## src/rtl/step_pulse_monitor.sv

```systemverilog
// STEP/DIR receive monitor: recovers signed position, speed (SCALE / period) and pulse-width faults.
// Optional glitch filter on the synchronized STEP line: define STEP_GLITCH_FILTER_EN (FILTER_LEN >= 2).
//
// state   | meaning
// P_IDLE  | no reference edge yet (after reset or stall); next rise starts a period
// P_MEAS  | counting cycles since the last rise; each rise closes a period
// D_IDLE  | divider idle
// D_RUN   | 32 restoring-divide iterations of SCALE / period
// D_DONE  | quotient ready; publish speed and strobe speed_valid
module step_pulse_monitor #(
    parameter int unsigned SCALE      = 100000000,
    parameter int unsigned TIMEOUT    = 200000000,
    parameter int unsigned MIN_WIDTH  = 2,
    parameter int unsigned FILTER_LEN = 4
) (
    input  logic        clock_in,
    input  logic        resetn,
    input  logic        step_in,
    input  logic        dir_in,
    input  logic        clear,
    output logic [31:0] position,
    output logic [31:0] speed,
    output logic        speed_valid,
    output logic [27:0] pulse_width,
    output logic        stalled,
    output logic        width_err
);

    typedef enum logic {P_IDLE, P_MEAS} p_state_t;
    typedef enum logic [1:0] {D_IDLE, D_RUN, D_DONE} d_state_t;

    if (FILTER_LEN < 2) begin : g_filter_len_check
        $error("FILTER_LEN must be at least 2");
    end

    logic step_sync1, step_sync2, dir_sync1, dir_sync2;
    logic s, s_prev, dir_s, rise, fall;

    always_ff @(posedge clock_in or negedge resetn) begin
        if (!resetn) begin
            step_sync1 <= 1'b0;
            step_sync2 <= 1'b0;
            dir_sync1  <= 1'b0;
            dir_sync2  <= 1'b0;
        end else begin
            step_sync1 <= step_in;
            step_sync2 <= step_sync1;
            dir_sync1  <= dir_in;
            dir_sync2  <= dir_sync1;
        end
    end

`ifdef STEP_GLITCH_FILTER_EN
    localparam int FCW = $clog2(FILTER_LEN + 1);
    logic [FCW-1:0]        filt_cnt;
    logic                  step_filt;
    logic [FILTER_LEN-1:0] dir_dly;

    // dir is delayed by the same FILTER_LEN so it stays aligned with the filtered edge
    always_ff @(posedge clock_in or negedge resetn) begin
        if (!resetn) begin
            filt_cnt  <= '0;
            step_filt <= 1'b0;
            dir_dly   <= '0;
        end else begin
            dir_dly <= {dir_dly[FILTER_LEN-2:0], dir_sync2};
            if (step_sync2 == step_filt) begin
                filt_cnt <= '0;
            end else if (filt_cnt == FCW'(FILTER_LEN - 1)) begin
                step_filt <= step_sync2;
                filt_cnt  <= '0;
            end else begin
                filt_cnt <= filt_cnt + 1'b1;
            end
        end
    end

    assign s     = step_filt;
    assign dir_s = dir_dly[FILTER_LEN-1];
`else
    assign s     = step_sync2;
    assign dir_s = dir_sync2;
`endif

    assign rise = s & ~s_prev;
    assign fall = ~s & s_prev;

    logic [27:0] width_cnt;

    always_ff @(posedge clock_in or negedge resetn) begin
        if (!resetn) begin
            s_prev      <= 1'b0;
            position    <= '0;
            width_cnt   <= '0;
            pulse_width <= '0;
            width_err   <= 1'b0;
        end else begin
            s_prev <= s;
            if (clear)
                position <= '0;
            else if (rise)
                position <= position + (dir_s ? 32'd1 : 32'hFFFF_FFFF);

            if (rise)
                width_cnt <= 28'd1;
            else if (s && width_cnt != '1)
                width_cnt <= width_cnt + 28'd1;

            if (fall)
                pulse_width <= width_cnt;
            if (clear)
                width_err <= 1'b0;
            else if (fall && width_cnt < 28'(MIN_WIDTH))
                width_err <= 1'b1;
        end
    end

    p_state_t    p_state, p_next;
    logic [31:0] p_cnt, p_cnt_next;
    logic        handoff, timeout;

    always_ff @(posedge clock_in or negedge resetn) begin
        if (!resetn) begin
            p_state <= P_IDLE;
            p_cnt   <= '0;
        end else begin
            p_state <= p_next;
            p_cnt   <= p_cnt_next;
        end
    end

    // A rise coinciding with the timeout restarts measurement as a first edge (no hand-off)
    always_comb begin
        p_next     = p_state;
        p_cnt_next = p_cnt;
        handoff    = 1'b0;
        timeout    = 1'b0;
        case (p_state)
            P_IDLE: begin
                if (rise) begin
                    p_cnt_next = '0;
                    p_next     = P_MEAS;
                end
            end
            P_MEAS: begin
                if (p_cnt >= 32'(TIMEOUT)) begin
                    timeout    = 1'b1;
                    p_cnt_next = '0;
                    p_next     = rise ? P_MEAS : P_IDLE;
                end else if (rise) begin
                    handoff    = 1'b1;
                    p_cnt_next = '0;
                end else if (p_cnt != 32'hFFFF_FFFF) begin
                    p_cnt_next = p_cnt + 32'd1;
                end
            end
            default: p_next = P_IDLE;
        endcase
    end

    d_state_t    d_state, d_next;
    logic [31:0] div_rem, div_quo, div_den;
    logic [4:0]  div_cnt;
    logic [32:0] rem_shift;

    assign rem_shift = {div_rem, div_quo[31]};

    always_comb begin
        d_next = d_state;
        if (timeout)
            d_next = D_IDLE;
        else if (handoff)
            d_next = D_RUN;
        else begin
            case (d_state)
                D_RUN:   if (div_cnt == 5'd31) d_next = D_DONE;
                D_DONE:  d_next = D_IDLE;
                default: d_next = D_IDLE;
            endcase
        end
    end

    always_ff @(posedge clock_in or negedge resetn) begin
        if (!resetn) begin
            d_state     <= D_IDLE;
            div_rem     <= '0;
            div_quo     <= '0;
            div_den     <= '0;
            div_cnt     <= '0;
            speed       <= '0;
            speed_valid <= 1'b0;
            stalled     <= 1'b1;
        end else begin
            d_state     <= d_next;
            speed_valid <= 1'b0;
            if (handoff) begin
                div_rem <= '0;
                div_quo <= 32'(SCALE);
                div_den <= p_cnt + 32'd1;
                div_cnt <= '0;
            end else if (d_state == D_RUN) begin
                div_cnt <= div_cnt + 5'd1;
                if (rem_shift >= {1'b0, div_den}) begin
                    div_rem <= 32'(rem_shift - {1'b0, div_den});
                    div_quo <= {div_quo[30:0], 1'b1};
                end else begin
                    div_rem <= rem_shift[31:0];
                    div_quo <= {div_quo[30:0], 1'b0};
                end
            end

            if (timeout) begin
                speed   <= '0;
                stalled <= 1'b1;
            end else if (d_state == D_DONE && !handoff) begin
                speed       <= div_quo;
                speed_valid <= 1'b1;
                stalled     <= 1'b0;
            end
        end
    end

endmodule

```

## config.mk

```make
export PLATFORM = sky130hd
export DESIGN_NAME = step_pulse_monitor
export DESIGN_NICKNAME = d
export VERILOG_FILES = /design/src/rtl/step_pulse_monitor.sv
export SDC_FILE = /design/constraint.sdc
export NUM_CORES = 1
export LEC_CHECK = 0
export BUFFER_PORTS_ARGS = -buffer_cell sky130_fd_sc_hd__buf_2
export CAP_MARGIN = 20
export CORE_ASPECT_RATIO = 0.7
export CORE_MARGIN = 2
export CORE_UTILIZATION = 35
export DETAILED_ROUTE_END_ITERATION = 7
export SLEW_MARGIN = 10
export SYNTH_ARGS = -nofsm -noshare
export SYNTH_HDL_FRONTEND = slang
export SYNTH_SLANG_ARGS = --single-unit
```

## constraint.sdc

```tcl
create_clock -name clock_in -period 3.6 [get_ports clock_in]
set_clock_uncertainty 0.05 [all_clocks]
set_input_delay 0.36 -clock clock_in [delete_from_list [all_inputs] [get_ports clock_in]]
set_output_delay 0.36 -clock clock_in [all_outputs]
set_load 0.05 [all_outputs]
```

==> results.json, run 1 <==
{
  "yosys_warnings": 0,
  "reg2reg_slack_ns": 0.28,
  "p_leak_nw": 8.401,
  "synth_enable_flop_cells": 0,
  "rows": 62,
  "synth-seq-cells": 264,
  "min-delay-path-class": "register to register",
  "drive_above_1_share": 0.1318,
  "slowest_delay_ns": 0.54,
  "area_added_between_synthesis_and_finish_pct": 15.14,
  "worst_skew_pair.late_latency_ns": 0.55,
  "initial_core_util": 0.3550,
  "grt_pass1_vias": 11250,
  "cp_cell_sequence": "inv_1 > buf_4 > ha_1 > a21oi_1 > nor2_1 > a211oi_1 > o31ai_1 > or3b_2 > a41oi_1 > xnor2_1 > nand2_1 > a21oi_1",
  "finalWorstPathRequiredPeriod_ns": 3.323,
  "initial_antenna_violation_count": 1,
  "ports": 100,
  "worst_path_dominant_cell_family": "compound AO/OA/AOI/OAI gates",
  "slew_viol_final": 0,
  "remaining_global_route_overflow": 0,
  "ys.flop_type": "sky130_fd_sc_hd__dfrtp_1",
  "end_kind": "register",
  "asyncSetResetFlopFracSynth": 1.000,
  "power.density_cell_area_mw_per_mm2": 637.6,
  "timing.fmax_mhz": 300.9,
  "cts_max_path_buffers": 3,
  "crit_path_max_fanout": 15,
  "globalplace.congestion": 0.8783,
  "rr_startpoint": "dir_s",
  "detail_route.first_pass.iterations": 4,
  "drt_drc_violations_left": 0,
  "synth_top_area_frac": 0.4527,
  "route.detailed.vias_per_inst": 5.145,
  "result_of_the_run": "finished, final reports clean",
  "final_setup_violating_endpoints": 0,
  "grtUsageTotal": 0.1637,
  "crit_required_ns": 4.02,
  "critical-path-slowest-cell": "sky130_fd_sc_hd__or3b_2",
  "post-route-period-util": 0.9232,
  "grt_pass1_wl_mm": 59.15,
  "total_power_mw": 10.67,
  "cts.htree.levels": 1,
  "synthDominantAreaCellType": "sky130_fd_sc_hd__dfrtp_1",
  "grt_max_degree": 110,
  "path_buf_inv": 2,
  "top_cells_by_area_synth": "sky130_fd_sc_hd__dfrtp_1 (45%), sky130_fd_sc_hd__nand2_1 (6.2%), sky130_fd_sc_hd__ha_1 (5.8%), sky130_fd_sc_hd__a21oi_1 (5.2%), sky130_fd_sc_hd__o21ai_0 (4.4%)",
  "worst_setup_path_startpoint": "dir_s",
  "dpl.hpwl_mm": 23.91,
  "synth.yosys.seq_area_share": 0.4545,
  "synth_cell_type_count": 72,
  "syn_area_mm2": 0.01454,
  "instances_no_fill": 2252,
  "nFillCells": 4082,
  "design_area_mm2": 0.01674,
  "die_y_um": 174.5,
  "setup_tns_ns": 0,
  "core_mm2": 0.04096,
  "clkSinkCount": 264,
  "drt_first_iter_violations": 796,
  "hold_violations": 0,
  "max_cap_viol_count": 0,
  "drt-total-wl_mm": 34.77,
  "placement.cell_area_mm2": 0.01563,
  "slew_headroom": 0.3649,
  "grt_setup_unrepaired": "false",
  "mappedNetlistNets": 1682,
  "cts_root_buf": "sky130_fd_sc_hd__clkbuf_16",
  "syn-mean-instance-area_um2": 9.042,
  "worst-slew-pin-transition_ns": 0.9527,
  "worstSetupPathType": "register to register",
  "drt-wirelength-per-cell_um": 15.44,
  "cts.clk_slew.worst_paths_ns": 0.07,
  "timing.critical_path.arrival_ns": 3.74,
  "postSynthCellCount": 1608,
  "final_antenna_net_count": 0,
  "worstHoldStart": "step_sync1",
  "critPathMostFrequentCell": "sky130_fd_sc_hd__a21oi_1",
  "floorplan.die.width_um": 247.6,
  "dp_cells": 2194,
  "number_of_buffers_added_by_the_clock_tree_synthesis_step": 28,
  "port-buffer-count": 99,
  "routed-via-count": 11590,
  "cp-start-kind": "register",
  "final_nets": 1761,
  "tritoncts": "done",
  "power.ir.vdd_worst_mv": 0.3483,
  "die_area_mm2": 0.04321
}
[registers in the layout, summed over array words and instances, names as in the netlist]
name and count:
dir_sync1 1, div_quo 32, p_state 1, d_state 2, div_cnt 5, div_rem 32, dir_s 1, speed_valid 1
p_cnt 32, width_err 1, s_prev 1, div_den 32, s 1, stalled 1, width_cnt 28, step_sync1 1
position 32, speed 32, pulse_width 28
[per-layer routing]
metal  vias up  track usage  part of all wire
li1       5743            -                 -
met1      5590       0.2600              0.53
met2       217       0.2343              0.41
met3        37      0.02625             0.042
met4         0      0.02570             0.014
met5         -            0                 0
[final cells by class]
| cell class | count | area, um^2 | share of cell area |
|---|---|---|---|
| repair buffers | 131 | 810.8 | 0.04843 |
| inverters | 56 | 210.2 | 0.01256 |
| multi-input cells | 1206 | 7416 | 0.4430 |
| clock buffers | 39 | 823.3 | 0.04918 |
| flip-flops and latches | 264 | 6608 | 0.3947 |
| well taps | 544 | 680.7 | 0.04066 |
| clock inverters | 11 | 188.9 | 0.01129 |
| diodes | 1 | 2.502 | 0.0001495 |
[placed cells by master (no fill, tap or decap), drive strengths merged, types with 47 or more instances in the layout]
cell | netlist | routed
ha | 67 | 67
xnor2 | 50 | 50
nand3 | 47 | 47
nand2 | 241 | 241
a21oi | 150 | 150
buf | 14 | 128
inv | 56 | 57
xor2 | 54 | 54
dfrtp | 263 | 263
o21ai | 132 | 132
nor2 | 147 | 147
[synth_stat cells, drive strengths merged, types with 2 or more instances]
library cell	n
a41oi	2
fa	2
a221o	2
o21a	6
o31a	4
a211o	3
and2	9
nand2	241
and3	28
o21ai	132
ha	67
o211ai	6
a31o	2
a21boi	4
xor2	54
o31ai	6
dfrtp	263
inv	56
or2	2
or3	4
mux2i	39
o21bai	13
buf	14
a21o	33
nor4	13
nor2	147
nand3	47
a2111oi	2
a21oi	150
a31oi	23
nand3b	2
nand4	21
mux2	26
clkbuf	67
nor2b	9
and4	5
or4	3
a211oi	11
nor3	17
nand2b	7
xnor2	50
[kinds of logic after synthesis]
family          count (synthesis)  synth area share
buf+inv                       138           0.03933
xor+xnor                      104           0.06265
fa+ha+maj                      69           0.06041
simple gates                  558            0.1722
flops                         264            0.4545
mux                            65           0.04699
compound gates                410            0.1639
[metrics by stage]
stage / hold slack, ns / util / setup slack (ns)
2_1_floorplan: 0.01441 / - / 0.1533
3_3_place_gp: 0.2885 / 0.3815 / -0.05456
3_5_place_dp: 0.2856 / 0.3815 / -0.2396
4_1_cts: 0.2855 / 0.4073 / 0.1147
5_1_grt: 0.3230 / 0.4087 / 0.01837
6_report: 0.2996 / 0.4087 / 0.2765
[what timing repair did]
action,in CTS,in global routing
setup buffers,0,3
endpoints found under the setup margin,4,5
pin swaps,0,1
endpoints found under the hold margin,105,0
hold buffers,3,0
gates cloned,0,0
resized for setup,3,3
[report_power, final]
| part | internal (mW) | switching, mW |
|---|---|---|
| Sequential | 3.35 | 0.309 |
| Clock | 1.95 | 1.23 |
| Combinational | 1.60 | 2.23 |
[path summary, 6_finish.rpt]
path	to	cells past startpoint
max	position[24]	12
min	s	0
max reg2reg	position[24]	12
min reg2reg	s	0
max in group asynchronous	pulse_width[15]	3
min in group asynchronous	div_rem[25]	2
No activity file was read; power rests on OpenSTA's default activity.
==> run 2, diff against run 1 <==
CTS_BUF_LIST = sky130_fd_sc_hd__clkbuf_4 sky130_fd_sc_hd__clkbuf_8   (was unset)
==> results.json, run 2 (synthesis gave the netlist of run 1 again) <==
{
  "placement.cell_area_mm2": 0.01563,
  "drt_first_iter_violations": 862,
  "remaining_global_route_overflow": 0,
  "layout_commonest_cell": "sky130_fd_sc_hd__dfrtp_1",
  "die_y_um": 174.5,
  "global_route.peak_usage_layer": "met1",
  "initial_core_util": 0.3550,
  "number_of_buffers_added_by_the_clock_tree_synthesis_step": 42,
  "cts_root_buf": "sky130_fd_sc_hd__clkbuf_8",
  "timing.fmax_mhz": 300.6,
  "cts.htree.levels": 2,
  "mostFrequentLayoutCells": "sky130_fd_sc_hd__dfrtp_1 (263), sky130_fd_sc_hd__nand2_1 (240), sky130_fd_sc_hd__a21oi_1 (150), sky130_fd_sc_hd__nor2_1 (146), sky130_fd_sc_hd__o21ai_0 (125)",
  "grt_setup_unrepaired": "false",
  "met2_usage": 0.2365,
  "final_setup_violating_endpoints": 0,
  "p_leak_nw": 8.415,
  "finalWorstPathRequiredPeriod_ns": 3.327,
  "routed-via-count": 11640,
  "drt-total-wl_mm": 35.45,
  "rr_startpoint": "dir_s",
  "grt_pass1_wl_mm": 59.66,
  "max_cap_viol_count": 0,
  "floorplan.die.width_um": 247.6,
  "register_area_mm2": 0.006608,
  "dpl.hpwl_mm": 23.91,
  "power.density_cell_area_mw_per_mm2": 625.4,
  "initial_antenna_violation_count": 1,
  "worstSetupPathType": "register to register",
  "cts.clk_slew.worst_paths_ns": 0.07,
  "nFillCells": 4088,
  "grt_pass1_vias": 11360,
  "final_nets": 1775,
  "detail_route.first_pass.iterations": 5,
  "design_area_mm2": 0.01668,
  "power.ir.vdd_worst_mv": 0.3079,
  "worst_skew_pair.late_latency_ns": 0.58,
  "reg2reg_slack_ns": 0.27,
  "worst_r2r_path_depth": 14,
  "final.hold.worst_slack_ns": 0.2827,
  "final_antenna_net_count": 0,
  "worst_setup_path_startpoint": "dir_s",
  "end_kind": "register",
  "cp-start-kind": "register",
  "clkSinkCount": 264,
  "groute.layer.met3.usage": 0.03211,
  "min-delay-path-class": "register to register",
  "core_mm2": 0.04096,
  "area_added_between_synthesis_and_finish_pct": 14.70,
  "slew_viol_final": 0,
  "globalplace.congestion": 0.8783,
  "grtUsageTotal": 0.1669,
  "die_area_mm2": 0.04321,
  "port-buffer-count": 99,
  "worst-slew-pin-transition_ns": 0.9807,
  "post-route-period-util": 0.9242,
  "tritoncts": "done",
  "regToRegEndpoint": "position[23]",
  "postLayoutCoreUtil": 0.4071,
  "hold_violations": 0,
  "cts_max_path_buffers": 3,
  "result_of_the_run": "finished, final reports clean",
  "drt_drc_violations_left": 0,
  "route.detailed.vias_per_inst": 5.109,
  "ports": 100,
  "crit_required_ns": 4.03,
  "drt-wirelength-per-cell_um": 15.56,
  "crit_path_max_fanout": 15,
  "rows": 62,
  "timing.critical_path.arrival_ns": 3.76,
  "grt_use_met1": 0.2600,
  "setup.worst_path.end": "position[23]",
  "multiInputGateArea_mm2": 0.007416,
  "drive_above_1_share": 0.1476,
  "slew_headroom": 0.3462,
  "grt_max_degree": 110
}
run 2: changes by cell type in the layout (fill, tap and decap cells not counted), sizes merged:
cell	previous run	this run
bufinv	5	3
clkbuf	39	64
clkinv	3	9
clkinvlp	2	1
inv	57	56
run 2: worst min-delay path by stage:
stage / start / endpoint / slack [ns] / cells past startpoint
after floorplan: resetn / d_state[0] / 0.01 / 0
after global placement: step_sync1 / s / 0.29 / 0
after detailed placement: step_sync1 / s / 0.29 / 0
after CTS: clear / position[0] / 0.25 / 2
after global routing: step_sync1 / s / 0.30 / 0
final: step_sync1 / s / 0.28 / 0
run 2: worst max-delay path, cell delays in order, from the launching register on:
cell,delay [ns]
sky130_fd_sc_hd__dfrtp_1,0.42
sky130_fd_sc_hd__inv_1,0.20
sky130_fd_sc_hd__buf_4,0.27
sky130_fd_sc_hd__ha_1,0.33
sky130_fd_sc_hd__a21o_1,0.20
sky130_fd_sc_hd__a21o_1,0.19
sky130_fd_sc_hd__a21o_1,0.21
sky130_fd_sc_hd__a221o_1,0.38
sky130_fd_sc_hd__a32oi_2,0.23
sky130_fd_sc_hd__buf_4,0.17
sky130_fd_sc_hd__nand2b_1,0.05
sky130_fd_sc_hd__a21oi_1,0.17
sky130_fd_sc_hd__xnor2_1,0.13
sky130_fd_sc_hd__nand2_1,0.07
sky130_fd_sc_hd__a21oi_1,0.16
run 2: power by group:
part	internal [mW]	switching [mW]
registers	3.35	0.307
clock network	1.65	1.29
logic	1.60	2.24
total	6.60	3.83
run 2: per-stage QoR:
step	setup WS, ns	TNS, ns	power [mW]	std cells
after global placement	-0.05456	-0.05456	7.427	2194
after floorplan	0.1533	0	6.667	1608
after CTS	0.1159	0	10.50	2274
after global routing	0.02217	0	11.24	2279
after detailed placement	-0.2396	-0.3821	7.484	2194
final	0.2729	0	10.43	2279
run 2: per-layer routing:
layer / part of all wire / up-vias
met5: 0 / -
met4: 0.015 / 0
met3: 0.051 / 45
met2: 0.41 / 246
met1: 0.53 / 5576
li1: - / 5776
run 2: area by class of cell:
type | instances | area share
multi-input combinational | 1206 | 0.4447
sequential | 264 | 0.3962
timing repair buffer | 131 | 0.04862
clock buffer | 64 | 0.04832
tap | 544 | 0.04082
inverter | 56 | 0.01261
clock inverter | 13 | 0.008553
antenna | 1 | 0.0001501
run 2: what timing repair did:
| action | in CTS | in global routing |
|---|---|---|
| pin swaps | 0 | 1 |
| setup buffers | 0 | 3 |
| endpoints found under the setup margin | 4 | 5 |
| endpoints found under the hold margin | 105 | 0 |
| hold buffers | 3 | 0 |
| resized for setup | 3 | 3 |
